## src/rtl/dct_pkg.sv

```systemverilog
// Shared types and constants for the 8-point DCT/IDCT stream engines.
// cos_coe() is evaluated at elaboration only, to fill the lane coefficient ROMs.
package dct_pkg;

    localparam int DCT_N      = 8;
    localparam int DCT_DATA_W = 10;

    typedef struct packed {
        logic signed [DCT_DATA_W-1:0] data;
        logic                         sop;
        logic                         eop;
        logic                         valid;
    } dct_stream_t;

    typedef enum logic {
        FR_IDLE,
        FR_BLOCK
    } frame_state_e;

    // Row k=0 uses cos(pi/4) for every n so the DC term carries the 1/sqrt(2) weight.
    function automatic int cos_coe(input int k, input int n, input int width);
        real ang;
        real v;
        ang = (k == 0) ? 4.0 : real'((2 * n + 1) * k);
        v   = $cos(ang * 3.14159265358979323846 / 16.0) * real'(2 ** (width - 1));
        return (v >= 0.0) ? $rtoi(v + 0.5) : -$rtoi(0.5 - v);
    endfunction

endpackage

```

## src/rtl/idct_mac_lane.sv

```systemverilog
// One IDCT MAC lane n: X[k]*cos term, even/odd accumulator pair and the drain-bank copy.
module idct_mac_lane
    import dct_pkg::*;
#(
    parameter int DATA_WIDTH = 10,
    parameter int COE_WIDTH  = 10,
    parameter int ACC_WIDTH  = 23,
    parameter int LANE       = 0
) (
    input  logic                         clk,
    input  logic                         rst_n,
    input  logic signed [DATA_WIDTH-1:0] data_i,
    input  logic        [2:0]            k_i,
    input  logic                         start_i,
    input  logic                         acc_en_i,
    input  logic                         copy_i,
    output logic signed [ACC_WIDTH-1:0]  bank_e_o,
    output logic signed [ACC_WIDTH-1:0]  bank_o_o
);
    localparam int PROD_W = DATA_WIDTH + COE_WIDTH;

    localparam int COE_TAB [DCT_N] = '{
        cos_coe(0, LANE, COE_WIDTH), cos_coe(1, LANE, COE_WIDTH),
        cos_coe(2, LANE, COE_WIDTH), cos_coe(3, LANE, COE_WIDTH),
        cos_coe(4, LANE, COE_WIDTH), cos_coe(5, LANE, COE_WIDTH),
        cos_coe(6, LANE, COE_WIDTH), cos_coe(7, LANE, COE_WIDTH)
    };

    logic signed [COE_WIDTH-1:0] coe;
    logic signed [PROD_W-1:0]    prod;
    logic signed [ACC_WIDTH-1:0] prod_ext;
    logic signed [ACC_WIDTH-1:0] e_q, o_q;
    logic signed [ACC_WIDTH-1:0] bank_e_q, bank_o_q;

    assign coe      = COE_WIDTH'(COE_TAB[k_i]);
    assign prod     = PROD_W'(data_i) * PROD_W'(coe);
    assign prod_ext = {{(ACC_WIDTH - PROD_W){prod[PROD_W-1]}}, prod};

    // The bank takes X[7]'s product directly so the drain can start while the accumulators restart.
    always_ff @(posedge clk or negedge rst_n) begin
        if (!rst_n) begin
            e_q      <= '0;
            o_q      <= '0;
            bank_e_q <= '0;
            bank_o_q <= '0;
        end else begin
            if (start_i) begin
                e_q <= prod_ext;
                o_q <= '0;
            end else if (acc_en_i) begin
                if (k_i[0]) o_q <= o_q + prod_ext;
                else        e_q <= e_q + prod_ext;
            end
            if (copy_i) begin
                bank_e_q <= e_q;
                bank_o_q <= o_q + prod_ext;
            end
        end
    end

    assign bank_e_o = bank_e_q;
    assign bank_o_o = bank_o_q;

endmodule

```

## src/rtl/idct8_stream.sv

```systemverilog
// 8-point sample-serial 1-D IDCT: framing FSM, four MAC lanes, drain butterfly and rounding.
// Build macro IDCT_SAT_EN saturates the rounded output; without it the output wraps.
//
// state    | meaning
// FR_IDLE  | no block open, waiting for in_sop
// FR_BLOCK | block open, kidx_q is the index of the last accepted X[k]
module idct8_stream
    import dct_pkg::*;
#(
    parameter int DATA_WIDTH = DCT_DATA_W,
    parameter int COE_WIDTH  = 10
) (
    input  logic                         clk,
    input  logic                         rst_n,
    input  logic signed [DATA_WIDTH-1:0] in_data,
    input  logic                         in_valid,
    input  logic                         in_sop,
    input  logic                         in_eop,
    output logic signed [DATA_WIDTH-1:0] out_data,
    output logic                         out_valid,
    output logic                         out_sop,
    output logic                         out_eop,
    output logic                         frame_err
);
    localparam int ACC_WIDTH = DATA_WIDTH + COE_WIDTH + 3;
    localparam logic signed [ACC_WIDTH:0] RND = (ACC_WIDTH + 1)'(2 ** (COE_WIDTH - 1));

    frame_state_e fr_q;
    logic [2:0]   kidx_q, k_nxt, lane_k;
    logic         start, acc_en, copy, err;
    logic         err_q;

    always_comb begin
        k_nxt  = kidx_q + 3'd1;
        start  = 1'b0;
        acc_en = 1'b0;
        copy   = 1'b0;
        err    = 1'b0;
        if (in_valid) begin
            if (in_sop && in_eop) begin
                err = 1'b1;
            end else if (in_sop) begin
                start = 1'b1;
                err   = (fr_q == FR_BLOCK);
            end else if (fr_q != FR_BLOCK) begin
                err = 1'b1;
            end else if (k_nxt == 3'd7) begin
                copy = in_eop;
                err  = !in_eop;
            end else if (in_eop) begin
                err = 1'b1;
            end else begin
                acc_en = 1'b1;
            end
        end
    end

    always_ff @(posedge clk or negedge rst_n) begin
        if (!rst_n) begin
            fr_q   <= FR_IDLE;
            kidx_q <= '0;
            err_q  <= 1'b0;
        end else begin
            err_q <= err;
            if (start) begin
                fr_q   <= FR_BLOCK;
                kidx_q <= '0;
            end else if (acc_en) begin
                kidx_q <= k_nxt;
            end else if (copy || err) begin
                fr_q <= FR_IDLE;
            end
        end
    end

    assign lane_k = start ? 3'd0 : k_nxt;

    logic signed [ACC_WIDTH-1:0] bank_e [DCT_N/2];
    logic signed [ACC_WIDTH-1:0] bank_o [DCT_N/2];

    for (genvar g = 0; g < DCT_N / 2; g++) begin : g_lane
        idct_mac_lane #(
            .DATA_WIDTH(DATA_WIDTH),
            .COE_WIDTH (COE_WIDTH),
            .ACC_WIDTH (ACC_WIDTH),
            .LANE      (g)
        ) u_lane (
            .clk     (clk),
            .rst_n   (rst_n),
            .data_i  (in_data),
            .k_i     (lane_k),
            .start_i (start),
            .acc_en_i(acc_en),
            .copy_i  (copy),
            .bank_e_o(bank_e[g]),
            .bank_o_o(bank_o[g])
        );
    end

    logic                      drn_act_q;
    logic [2:0]                drn_idx_q;
    logic [1:0]                lane_sel;
    logic signed [ACC_WIDTH:0] e_ext, o_ext, bf_d, bf_q;
    logic                      s1_valid_q, s1_sop_q, s1_eop_q;
    logic [DATA_WIDTH-1:0]     data_d;
    dct_stream_t               out_q;

    // x[7-n] reuses lane n with the odd half subtracted.
    always_comb begin
        lane_sel = drn_idx_q[2] ? ~drn_idx_q[1:0] : drn_idx_q[1:0];
        e_ext    = (ACC_WIDTH + 1)'(bank_e[lane_sel]);
        o_ext    = (ACC_WIDTH + 1)'(bank_o[lane_sel]);
        bf_d     = drn_idx_q[2] ? e_ext - o_ext : e_ext + o_ext;
    end

`ifdef IDCT_SAT_EN
    localparam logic signed [ACC_WIDTH:0] SAT_MAX = (ACC_WIDTH + 1)'(2 ** (DATA_WIDTH - 1) - 1);
    localparam logic signed [ACC_WIDTH:0] SAT_MIN = -SAT_MAX - 1;
    logic signed [ACC_WIDTH:0] rnd;
    assign rnd = (bf_q + RND) >>> COE_WIDTH;
    always_comb begin
        if (rnd > SAT_MAX)      data_d = DATA_WIDTH'(SAT_MAX);
        else if (rnd < SAT_MIN) data_d = DATA_WIDTH'(SAT_MIN);
        else                    data_d = DATA_WIDTH'(rnd);
    end
`else
    assign data_d = DATA_WIDTH'((bf_q + RND) >>> COE_WIDTH);
`endif

    always_ff @(posedge clk or negedge rst_n) begin
        if (!rst_n) begin
            drn_act_q  <= 1'b0;
            drn_idx_q  <= '0;
            bf_q       <= '0;
            s1_valid_q <= 1'b0;
            s1_sop_q   <= 1'b0;
            s1_eop_q   <= 1'b0;
            out_q      <= '0;
        end else begin
            if (copy) begin
                drn_act_q <= 1'b1;
                drn_idx_q <= '0;
            end else if (drn_act_q) begin
                drn_idx_q <= drn_idx_q + 3'd1;
                if (drn_idx_q == 3'd7) drn_act_q <= 1'b0;
            end
            bf_q       <= bf_d;
            s1_valid_q <= drn_act_q;
            s1_sop_q   <= drn_act_q && (drn_idx_q == 3'd0);
            s1_eop_q   <= drn_act_q && (drn_idx_q == 3'd7);
            out_q.valid <= s1_valid_q;
            out_q.sop   <= s1_sop_q;
            out_q.eop   <= s1_eop_q;
            out_q.data  <= s1_valid_q ? data_d : '0;
        end
    end

    // A bank copy may only coincide with the last drain read.
    assert property (@(posedge clk) disable iff (!rst_n)
        copy |-> (!drn_act_q || drn_idx_q == 3'd7));

    assign out_data  = out_q.data;
    assign out_valid = out_q.valid;
    assign out_sop   = out_q.sop;
    assign out_eop   = out_q.eop;
    assign frame_err = err_q;

endmodule

```

## config.mk

```make
export PLATFORM = sky130hd
export DESIGN_NAME = idct8_stream
export DESIGN_NICKNAME = d
export VERILOG_FILES = /design/src/rtl/dct_pkg.sv /design/src/rtl/idct_mac_lane.sv /design/src/rtl/idct8_stream.sv
export SDC_FILE = /design/constraint.sdc
export NUM_CORES = 2
export LEC_CHECK = 0
export ABC_AREA = 0
export CAP_MARGIN = 10
export CORE_MARGIN = 4
export CORE_UTILIZATION = 45
export DETAILED_ROUTE_END_ITERATION = 6
export DONT_BUFFER_PORTS = 1
export PLACE_DENSITY = 0.72
export SYNTH_ARGS = -nofsm -noshare
export SYNTH_HDL_FRONTEND = slang
export SYNTH_SLANG_ARGS = --single-unit
```

## constraint.sdc

```tcl
create_clock -name clk -period 23.2 [get_ports clk]
set_input_delay 4.64 -clock clk [delete_from_list [all_inputs] [get_ports clk]]
set_output_delay 4.64 -clock clk [all_outputs]
set_load 0.005 [all_outputs]
```

* Word level (Yosys, flattened, before mapping)
Memory sizes are Yosys's and may differ from the RTL's.
Index checks and enable logic that the tools add are counted.
** Storage, ports and cells
- Flip-flop bits (word level) :: 413
- ROM bits :: 1024
- Input bits :: 15
- Memories :: 4
** Memory list
- (no name shown) :: words 8, bits a word 32, rd ports 1, clocked after memory_dff 0, wr ports 0, line idct_mac_lane.sv:35 : assign coe = COE_WIDTH'(COE_TAB[k_i]);
- (no name shown) :: words 8, bits a word 32, rd ports 1, clocked after memory_dff 0, wr ports 0, line idct_mac_lane.sv:35
- (no name shown) :: words 8, bits a word 32, rd ports 1, clocked after memory_dff 0, wr ports 0, line idct_mac_lane.sv:35
- (no name shown) :: words 8, bits a word 32, rd ports 1, clocked after memory_dff 0, wr ports 0, line idct_mac_lane.sv:35
** Operators by class
- Add/subtract/negate cells :: 13
- Multipliers :: 4
- Order comparisons :: 2
- Equality and inequality tests :: 4
- Muxes and demuxes :: 72
- Bitwise gates (word level) :: 3
- Reductions and logical operators :: 13
** Operators by type and width (count)
- 2-to-1 mux 23 bit :: 24
- adder 23 x 20 -> 23 bit :: 8
- 2-to-1 mux 20 bit :: 5
- binary-select mux 23 bit (select 2 bit) :: 2
- 2-to-1 mux 10 bit :: 9
- multiplier 10 x 10 -> 20 bit :: 4
- 2-to-1 mux 1 bit :: 26
- adder 20 x 11 -> 20 bit (second input constant) :: 1
- adder 20 bit :: 1
- subtractor 20 bit :: 1
- 2-to-1 mux 3 bit :: 5
- nonzero test 2 bit :: 4
- adder 3 x 1 -> 3 bit (second input constant) :: 2
- == test 3 bit (second input constant) :: 2
- AND reduction 2 bit :: 3
- >= comparator 4 bit (second input constant) :: 1
- != test 2 bit (second input constant) :: 2
- inverter 3 -> 4 bit :: 1
- >= comparator 3 bit (second input constant) :: 1
- logical AND 1 bit :: 3
- zero test 3 bit :: 1
- inverter 2 -> 3 bit :: 1
- 2-to-1 mux 2 bit :: 1
- inverter 2 bit :: 1
- 2 further kinds :: 2

* Longest topological paths before layout
- Word-level depth :: 13
- Depth in mapped cells :: 36
- Mapped depth without buffers :: 35

* Cells and area by module
From an unflattened synthesis, not the netlist that was laid out.
** Second synthesis, totals
- Cell total of the unflattened synthesis :: 4510
- Area total of the unflattened synthesis :: 43036.3 um2
** Modules (own cells, without submodules)
- idct_mac_lane (g_lane[1].u_lane) :: instances 1, cells each 1111, area an instance 10219.8 um2
- idct_mac_lane (g_lane[2].u_lane) :: instances 1, cells each 1056, area an instance 9915.8 um2
- idct_mac_lane (g_lane[3].u_lane) :: instances 1, cells each 1029, area an instance 9763.1 um2
- idct_mac_lane (g_lane[0].u_lane) :: instances 1, cells each 976, area an instance 9361.5 um2
- idct8_stream :: instances 1, cells each 338, area an instance 3776.1 um2

* Least setup slack after synthesis
OpenSTA, ideal clock, no wires.
- Path kind :: in2reg
- Start :: in in_valid
- End :: reg g_lane[0].u_lane.o_q[18]
- Setup time :: 0.069 ns
- Data arrival time :: 11.994 ns
- Setup slack :: 11.136 ns
- Stages :: 27
- Cell sequence :: and3b_1 > nor2_1 > clkinv_1 > ha_1 > o21ai_1 > and2_1 > fa_1 > fa_1 > fa_1 > fa_1 > inv_1 > fa_1 > inv_1 > ha_1 > a21o_1 > a21oi_1 > o21a_1 > a311oi_1 > nor3_1 > xnor2_1 > ha_1 > and2_1 > a22oi_1 > o21ai_1 > o41a_1 > or4b_1 > nand3_1
** On the way
- Cells in the longest elaborated chain, start to end :: 11
- Elaborated cells between the ends (all ways) :: 15
- Classes of those cells :: 1 x add/sub; 1 x mul; 8 x mux; 1 x bitwise; 3 x reduce/logical; 1 x memory
** Ends and longest elaborated chain
- start, declared :: line idct8_stream.sv:16 : input logic in_valid,
- 2-to-1 mux 1 bit :: line idct8_stream.sv:39 : if (in_valid) begin
- 2-to-1 mux 3 bit :: line idct8_stream.sv:76 : assign lane_k = start ? 3'd0 : k_nxt;
- via g_lane[0].u_lane.k_i[1] :: line idct_mac_lane.sv:13 : input logic [2:0] k_i,
- inverter 3 -> 4 bit (not written as such) :: line idct_mac_lane.sv:35
- memory (8 x 32 bit)
- 2-to-1 mux 10 bit (not written as such) (2 in series) :: line idct_mac_lane.sv:35
- multiplier 10 x 10 -> 20 bit :: line idct_mac_lane.sv:36 : assign prod = PROD_W'(data_i) * PROD_W'(coe);
- adder 23 x 20 -> 23 bit :: line idct_mac_lane.sv:51 : if (k_i[0]) o_q <= o_q + prod_ext;
- 2-to-1 mux 23 bit :: line idct_mac_lane.sv:51
- 2-to-1 mux 23 bit :: line idct_mac_lane.sv:50 : end else if (acc_en_i) begin
- 2-to-1 mux 23 bit :: line idct_mac_lane.sv:47 : if (start_i) begin
- end signal, assigned :: line idct_mac_lane.sv:51
- end, declared :: line idct_mac_lane.sv:32 : logic signed [ACC_WIDTH-1:0] e_q, o_q;
The timed path passes the listed nets, and every way through them passes these cells. The select of a mux whose other input is x is not followed.
A chain may end at the register's enable or synchronous reset.

* Worst setup path after layout
- Start :: in in_eop
- End :: reg g_lane[0].u_lane.bank_o_q[18]
** On the way
- Cells in the longest elaborated chain, start to end :: 10
- Elaborated cells between the ends (all ways) :: 15
- Classes of those cells :: 1 x add/sub; 1 x mul; 10 x mux; 1 x bitwise; 1 x reduce/logical; 1 x memory
** Ends and longest elaborated chain
- start, declared :: line idct8_stream.sv:18 : input logic in_eop,
- logical AND 1 bit :: line idct8_stream.sv:40 : if (in_sop && in_eop) begin
- 2-to-1 mux 1 bit :: line idct8_stream.sv:40
- 2-to-1 mux 1 bit :: line idct8_stream.sv:39
- 2-to-1 mux 3 bit :: line idct8_stream.sv:76
- inverter 3 -> 4 bit (not written as such) :: line idct_mac_lane.sv:35
- memory (8 x 32 bit)
- 2-to-1 mux 10 bit (not written as such) (2 in series) :: line idct_mac_lane.sv:35
- multiplier 10 x 10 -> 20 bit :: line idct_mac_lane.sv:36
- adder 23 x 20 -> 23 bit :: line idct_mac_lane.sv:56 : bank_o_q <= o_q + prod_ext;
- end signal, assigned :: line idct_mac_lane.sv:56
- end, declared :: line idct_mac_lane.sv:33 : logic signed [ACC_WIDTH-1:0] bank_e_q, bank_o_q;
Several ways; a longest one is shown, not always the timed one. The select of a mux whose other input is x is not followed.

==> metrics.yaml <==
viasPerCell: 5.60
drt-total-wl_um: 106000
cts.sinks: 356
endpoint_kind: "register"
most-common-layout-cells: "nand2_1, inv_1, ha_1"
fin_crit_ns: 13.70
gp_congestion: 0.963
cp-start-kind: "input pin"
synth_area_um2: 38600
post_cts_buffers: 0
numCtsBuffers: 42
synth_ff_type: "dfrtp_1"
rows: 107
stdcell_count: 5456
cts-htree-levels: 2
synth_cell_types: 94
fin_setup_tns_ns: 0
ant_nets: 0
layout-drive-gt1-share: 0.0401
start_util: 0.454
tightest_slew_ns: 1.20
grt_pass1_vias: 30800
die_x_um: 301
worst_r2r_path_depth: 26
cp_data_arrival_time_ns: 14.19
grt_overflow: 0
drt_iter0_drc: 2927
slowest_delay_ns: 0.75
startpoint: "in_eop"
finalClockSkew_ns: 0.0267
hold_end: "out_sop$_DFF_PN0_"
dieArea_um2: 90600
ys_warn_count: 0
cap_violations: 0
io_buffers: 0
postCtsHoldBufs: 0
status: "completed"
clockBufferDepth: 3
whs_path_depth: 0
grt_usage: 0.235
r2r_slack_ns: 12.55
period_share: 0.590
path_class: "input pin to register"
grt_start_max_net_pins: 357
setup_violations: 0
cts_resized: 0
rr_startpoint: "kidx_q[0]$_DFFE_PN0P_"
synth_cells: 4379
wl_per_cell_um: 19.4
avgSynthCellArea_um2: 8.82
vias: 30600
dp_hpwl_um: 81100
syn-num-nets: 5151
ys_ff_latch: 356
antenna_found_initial: 1
hold_slack_ns: 0.351
layout_commonest_cell: "nand2_1"
cts_tree: "done"
slew_headroom: 0.200
core_area_um2: 85100
path_max_fanout: 46
die_h_um: 301
worstHoldStart: "s1_sop_q$_DFF_PN0_"
area_delta_synth_final_pct: 6.21
placed_cell_area_um2: 39600
report.final.slew_viol_count: 0
first_pass_iters: 5
critPathSlowestCell: "nor2_1"
placed_cells: 5378
clk_pin_slew_ns: 0.07
r2r-end: "g_lane[1].u_lane.bank_o_o[19]$_DFFE_PN0P_"
worstPathRequired_ns: 23.70
rsz0062_at_grt: "no"
remaining_drc_errors: 0
synth_edf_count: 0
grt_pass1_wl_um: 169000
finalInstanceArea_um2: 41000
ys_seq_area_frac: 0.231
pin_count: 29
clkLatencyLatePin_ns: 0.59
nets: 5050
hold_viol: 0
hp-class: "register to register"
root_buffer: "clkbuf_16"
fmax_mhz: 73.0
async_flop_share: 1.00
==> how the worst max path moves through the flow <==
stage / slack, ns / cells past startpoint / end
finish: 9.50 / 29 / g_lane[0].u_lane.bank_o_o[18]$_DFFE_PN0P_
global route: 9.00 / 31 / g_lane[0].u_lane.o_q[18]$_DFFE_PN0P_
CTS: 9.71 / 29 / g_lane[0].u_lane.bank_o_o[18]$_DFFE_PN0P_
detailed placement: 9.14 / 29 / g_lane[0].u_lane.bank_o_o[18]$_DFFE_PN0P_
global placement: 9.34 / 29 / g_lane[0].u_lane.bank_o_o[18]$_DFFE_PN0P_
floorplan: 11.14 / 27 / g_lane[0].u_lane.o_q[18]$_DFFE_PN0P_
==> logic make-up (layout without fill, tap and decap cells) <==
family,Yosys count,count (layout),share of synthesized area
AOI/OAI and AO/OA,838,838,0.131
xor gates and xnor gates,255,255,0.0589
adders and majority gates,757,757,0.315
buffers and inverters,735,666,0.0726
DFF,356,356,0.231
muxes,55,55,0.0269
other,0,2,0
and+or+nand+nor,1383,1383,0.165
==> final cells by class <==
class / instances / area [um2]
Tap cell: 1144 / 1430
Clock buffer: 56 / 1200
Multi-Input combinational cell: 3288 / 27000
Antenna cell: 2 / 5.00
Fill cell: 8066 / 44100
Timing Repair Buffer: 14 / 105
Sequential cell: 356 / 8910
Clock inverter: 20 / 235
Inverter: 576 / 2160
==> cells in the mapped netlist, types with 25 or more instances <==
master / count / share of area
o21a_1: 42 / 0.0082
o21ai_0: 277 / 0.036
a21oi_1: 235 / 0.030
a31oi_1: 42 / 0.0068
xor2_1: 98 / 0.022
and2_1: 143 / 0.023
ha_1: 396 / 0.13
and3_1: 36 / 0.0058
or3_1: 25 / 0.0040
nor3_1: 47 / 0.0061
o31ai_1: 25 / 0.0049
nand2_1: 647 / 0.063
inv_1: 573 / 0.056
xnor2_1: 154 / 0.035
mux4_2: 35 / 0.020
nand2b_1: 48 / 0.0078
nand3_1: 117 / 0.015
dfrtp_1: 356 / 0.23
fa_1: 361 / 0.19
clkbuf_1: 142 / 0.014
nor2b_1: 35 / 0.0057
nor2_1: 221 / 0.021
a21o_1: 65 / 0.013
==> metrics by stage <==
step                      worst slack (ns)   util
final                                 9.50  0.482
after global routing                  9.00  0.482
after global placement                9.34  0.465
after detailed placement              9.14  0.465
after CTS                             9.71  0.482
after floorplan                      11.14      -
==> routing by layer <==
| layer | global-route usage | share of wire |
|---|---|---|
| met1 | 0.318 | 0.43 |
| met2 | 0.383 | 0.46 |
| met3 | 0.0418 | 0.077 |
| met4 | 0.0787 | 0.035 |
| met5 | 0 | 0.000085 |
==> state kept, by name, indices dropped and copies added (netlist names) <==
register and count:
bf_q 11, drn_act_q 1, drn_idx_q 3, fr_q 1, frame_err 1, g_lane.u_lane.bank_e_o 80
g_lane.u_lane.bank_o_o 80, g_lane.u_lane.e_q 80, g_lane.u_lane.o_q 80, kidx_q 3, out_data 10, out_eop 1
out_sop 1, out_valid 1, s1_eop_q 1, s1_sop_q 1, s1_valid_q 1
==> worst max-delay path: cells and delay by family <==
| family | cells | cell delay (ns) |
|---|---|---|
| and+or+nand+nor | 8 | 3.05 |
| adders and majority gates | 7 | 3.10 |
| AOI/OAI and AO/OA | 8 | 2.05 |
| buffers and inverters | 5 | 0.85 |
| xor gates and xnor gates | 1 | 0.45 |
Power is left out: the tool's default activity adds up to more than one toggle a clock period on the data nets, which glitch-free logic cannot reach.
